**config.mk**
```make
export PLATFORM = sky130hd
export DESIGN_NAME = button_conditioner
export DESIGN_NICKNAME = d
export VERILOG_FILES = /design/src/rtl/button_conditioner.sv
export SDC_FILE = /design/constraint.sdc
export NUM_CORES = 1
export LEC_CHECK = 0
export ABC_AREA = 0
export BUFFER_PORTS_ARGS = -buffer_cell sky130_fd_sc_hd__buf_2
export CAP_MARGIN = 30
export CORE_MARGIN = 4
export CORE_UTILIZATION = 30
export CTS_CLUSTER_SIZE = 12
export DETAILED_ROUTE_END_ITERATION = 12
export PLACE_DENSITY = 0.49
export SLEW_MARGIN = 20
export SYNTH_ARGS = -nofsm -noshare
export SYNTH_HDL_FRONTEND = slang
export SYNTH_SLANG_ARGS = --single-unit
```
**constraint.sdc**
```tcl
create_clock -name cin -period 2.9 [get_ports cin]
set_input_delay 0.435 -clock cin [delete_from_list [all_inputs] [get_ports cin]]
set_output_delay 0.435 -clock cin [all_outputs]
set_load 0.03 [all_outputs]
```
**src/rtl/button_conditioner.sv**
```systemverilog
// ============================================================================
// Module   : button_conditioner
// Summary  : Per-channel two-flop synchroniser and debounce filter for the
//            push-button lines. Produces a clean level, a one-cycle press
//            pulse per button, and the OR / lowest-index view of the pulses.
//            Build macro BTN_ACTIVE_LOW_EN: when defined, a raw line reading
//            low means "pressed"; when undefined, a raw line reading high
//            means "pressed".
// Revision : 1.0 - initial release
// ============================================================================
`default_nettype none

module button_conditioner #(
  parameter int N_BTN           = 9,
  parameter int DEBOUNCE_CYCLES = 100000,
  parameter int CNT_W           = 17,
  parameter int IDX_W           = 4
) (
  input  logic             cin,
  input  logic             KEY0,
  input  logic [N_BTN-1:0] btn_raw,
  output logic [N_BTN-1:0] btn_level,
  output logic [N_BTN-1:0] btn_press,
  output logic             press_any,
  output logic [IDX_W-1:0] press_idx
);

  // Terminal count: a mismatch seen with the counter at this value flips the level.
  localparam logic [CNT_W-1:0] C_CNT_MAX = CNT_W'(DEBOUNCE_CYCLES - 1);

  // Per-channel filter state.
  localparam logic ST_STABLE  = 1'b0;
  localparam logic ST_PENDING = 1'b1;

  logic [N_BTN-1:0] w_logical;
  logic [N_BTN-1:0] s1_q;
  logic [N_BTN-1:0] s2_q;
  logic [N_BTN-1:0] state_q;
  logic [N_BTN-1:0] state_d;
  logic [CNT_W-1:0] cnt_q [N_BTN];
  logic [CNT_W-1:0] cnt_d [N_BTN];
  logic [N_BTN-1:0] level_q;
  logic [N_BTN-1:0] level_d;
  logic [N_BTN-1:0] press_q;
  logic [N_BTN-1:0] press_d;

  // Map the raw pins into the logical domain, where 1 always means pressed.
`ifdef BTN_ACTIVE_LOW_EN
  assign w_logical = ~btn_raw;
`else
  assign w_logical = btn_raw;
`endif

  // State register: synchroniser, filter state, counters, level and pulse.
  always_ff @(posedge cin or negedge KEY0) begin
    if (!KEY0) begin
      s1_q    <= '0;
      s2_q    <= '0;
      state_q <= {N_BTN{ST_STABLE}};
      level_q <= '0;
      press_q <= '0;
      for (int i = 0; i < N_BTN; i++) begin
        cnt_q[i] <= '0;
      end
    end else begin
      s1_q    <= w_logical;
      s2_q    <= s1_q;
      state_q <= state_d;
      level_q <= level_d;
      press_q <= press_d;
      for (int i = 0; i < N_BTN; i++) begin
        cnt_q[i] <= cnt_d[i];
      end
    end
  end

  // Next-state logic: count consecutive mismatches, flip the level at terminal count.
  always_comb begin
    for (int i = 0; i < N_BTN; i++) begin
      logic [CNT_W-1:0] w_cnt_cur;
      // A channel in STABLE has no live count, whatever the counter holds.
      w_cnt_cur  = (state_q[i] == ST_PENDING) ? cnt_q[i] : '0;
      state_d[i] = ST_STABLE;
      cnt_d[i]   = '0;
      level_d[i] = level_q[i];
      press_d[i] = 1'b0;
      if (s2_q[i] != level_q[i]) begin
        if (w_cnt_cur == C_CNT_MAX) begin
          // Only a rising debounced level generates a pulse.
          level_d[i] = s2_q[i];
          press_d[i] = s2_q[i];
        end else begin
          cnt_d[i]   = w_cnt_cur + 1'b1;
          state_d[i] = ST_PENDING;
        end
      end
    end
  end

  // Output logic: registered level/pulse plus OR and lowest-set-bit index.
  always_comb begin
    btn_level = level_q;
    btn_press = press_q;
    press_any = |press_q;
    press_idx = '1;
    for (int i = N_BTN - 1; i >= 0; i--) begin
      if (press_q[i]) begin
        press_idx = IDX_W'(i);
      end
    end
  end

endmodule

`default_nettype wire
```
==> flow_summary.toml <==
[outcome]
status = "finished clean"

[setup_path]
cpPeakStageDelay_ns = 0.46
cp.required_ns = 2.47
cpMaxStageDelayCell = "dfrtp_1"
crit_top_cell = "nor3_1"
reg2reg_setup_slack_ns = 0.65
end_kind = "output port"
path_cells = "nor2_1, a211oi_1, nor3_1, nor3_1, buf_2"
arrival_ns = 2.02
start_kind = "register"
crit_fanout = 4
path_class = "register to output port"

[route]
vias_per_cell = 4.59
first_iter_violations = 414
dr_total_vias = 6209
firstDrtPassIters = 5
ant_nets = 0
wire_per_inst_um = 13.2
drt-total-wl_um = 17900
post-route-drc-count = 0

[yosys]
synthesis.nets = 930
yosys-top-cells-count = "dfrtp_1, nor2_1, xor2_1, nand2_1, nand3_1"
synth.area.top_cells = "dfrtp_1, xor2_1, nor2_1, xnor2_1, nand3_1"
yosys_warnings = 0
synthesis.area_um2 = 9240
syn_inst = 910
synth.most_common_cell = "dfrtp_1"
synth_top_family_by_area = "simple AND/OR/NAND/NOR gates"
synth_largest_area_cell = "dfrtp_1"
synth_edf_count = 0
synth_top_flop_cell = "dfrtp_1"
synthDistinctLibCells = 43
synthAdderAreaFrac = 0.0122
synthSimpleGateAreaFrac = 0.283
ys_seq_elements = 198
seq_area_frac_synth = 0.536
async_flop_share = 1.00
synth_compound_area_frac = 0.00325
synthMuxAreaShare = 0.0126
yosysTopAreaCellShare = 0.536
synth.avg_cell_area_um2 = 10.2
synth_xor_area_frac = 0.137

[global_route]
grt_max_degree = 79
grtUsageTotal = 0.112
antenna_found_initial = 0
grt_pass1_vias = 6237
overflow = 0
grt_pass1_wl_um = 31200

[sta]
worstMarginPinSlew_ns = 0.845
rsz0062_at_grt = "false"
setup_viol = 0
clock_skew_ns = 0.0131
hold_viol = 0
finalSetupTns_ns = 0
worst_slack_ns = 0.449
timing.final.crit_period_ns = 2.45
finalCritPeriodShare = 0.845
slew_viol_final = 0
fmax_mhz = 408
relSlewSlack = 0.432

[clock_tree]
holdBufCountCts = 0
ctsRootBufferMaster = "clkbuf_16"
htree_levels = 4
cts_buffers = 17
post_cts_buffers = 0
cts_tree = "done"
cts_sinks = 198
clock_path_buffers = 2
cts.clk_slew.worst_paths_ns = 0.07
cts_resized = 0
clk_latency_ns = 0.42

[die]
fp.dieH_um = 183
die_area_um2 = 33700
fp-row-count = 63
start_util = 0.308
die-width_um = 183
coreArea_um2 = 30000
ioPinCount = 34

[finish]
area_growth_pct = 13.2
drive_above_1_share = 0.109
n_antenna_cell = 0
postLayoutCoreUtil = 0.348
nets = 973

[power]
power_density_nw_per_um2 = 500
power_mw = 5.23
ir_drop_uv = 379
p_leak_nw = 4.52

[place]
place.gp.congestion = 0.788
place_ws_ns = 0.612
port_buffers = 33
dpl.hpwl_um = 12500

[hold_path]
hold_class = "input port to asynchronous set/reset pin"

[job]
max_cap_viol_count = 0
## power by group
group          internal (mW)  leakage (nW)  switching [mW]
clock                   1.15         0.269            1.09
sequential              2.79          2.68          0.0371
combinational         0.0428          1.57           0.115
## final cells by class
cell class                 instances  area (um2)
clock buffer                      18         439
clock inverter                    12         114
fill                            3040       19600
inverter                          19        71.3
multi-input combinational        676        4130
sequential                       198        4950
tap                              390         488
timing repair buffer              41         259
## metrics by stage
stage | area (um2) | cells | hold WS (ns)
detailed placement | 9900 | 1324 | 0.335
global placement | 9900 | 1324 | 0.334
floorplan | 9240 | 910 | 0.139
global route | 10500 | 1354 | 0.0626
finish | 10500 | 1354 | 0.00991
CTS | 10500 | 1354 | 0.0414
## cell usage in the layout, fill, tap and decap left out, types with 3 or more instances in the layout
cell	synthesis	routed
buf_4	1	6
and4_1	12	12
mux2_4	4	4
inv_6	0	6
a21oi_1	3	3
nand3_2	6	6
or4_4	3	3
nor4bb_1	3	3
clkinv_4	0	3
buf_2	11	32
clkbuf_16	0	17
and2_1	28	28
inv_1	18	18
nand2_1	95	95
and3_2	4	4
nand3_1	72	72
mux2_2	5	5
dfrtp_1	198	198
nor3_1	15	15
or4b_1	3	3
and3_1	22	22
nand4_1	27	27
nor2b_1	4	4
nor3b_1	10	10
nor2_1	169	169
xnor2_1	44	44
or4_1	3	3
nand2b_1	5	5
ha_1	9	9
xor2_1	100	100
nor4b_1	5	5
nor4_1	8	8
## kinds of logic (layout without fill, tap and decap cells)
family,Yosys count,count (layout)
adder cells (fa/ha/maj),9,9
multiplexers,9,9
XOR/XNOR,144,144
buffers and inverters,36,90
flip-flops,198,198
AO/OA/AOI/OAI,5,5
AND/OR/NAND/NOR,509,509
## worst paths after layout
| check | endpoint | cells past startpoint | startpoint |
|---|---|---|---|
| max | press_idx[1] | 5 | btn_press[7] |
| min | cnt_q[9] | 1 | KEY0 |
| max reg2reg | cnt_q[152] | 9 | state_q[0] |
| min reg2reg | s2_q[3] | 0 | s1_q[3] |
| max in group asynchronous | cnt_q[127] | 2 | KEY0 |
| min in group cin | s1_q[3] | 1 | btn_raw[3] |
## layer usage
metal | wire length (um) | track usage | up-vias
met5 | 0 | 0 | -
met4 | 268 | 0.0328 | 0
met3 | 456 | 0.0241 | 12
met2 | 8010 | 0.173 | 52
met1 | 9140 | 0.159 | 3011
li1 | - | - | 3134
## worst max-delay path: cells and delay by family (launching register included)
family | cells | cell delay [ns]
AOI/OAI and AO/OA | 1 | 0.28
and+or+nand+nor | 3 | 0.57
buffers and inverters | 1 | 0.29
DFF | 1 | 0.46
## registers in the layout, indices dropped and copies added (netlist names)
signal	count
btn_level	9
s2_q	9
state_q	9
s1_q	9
cnt_q	153
btn_press	9
No activity file was read; power rests on OpenSTA's default activity.
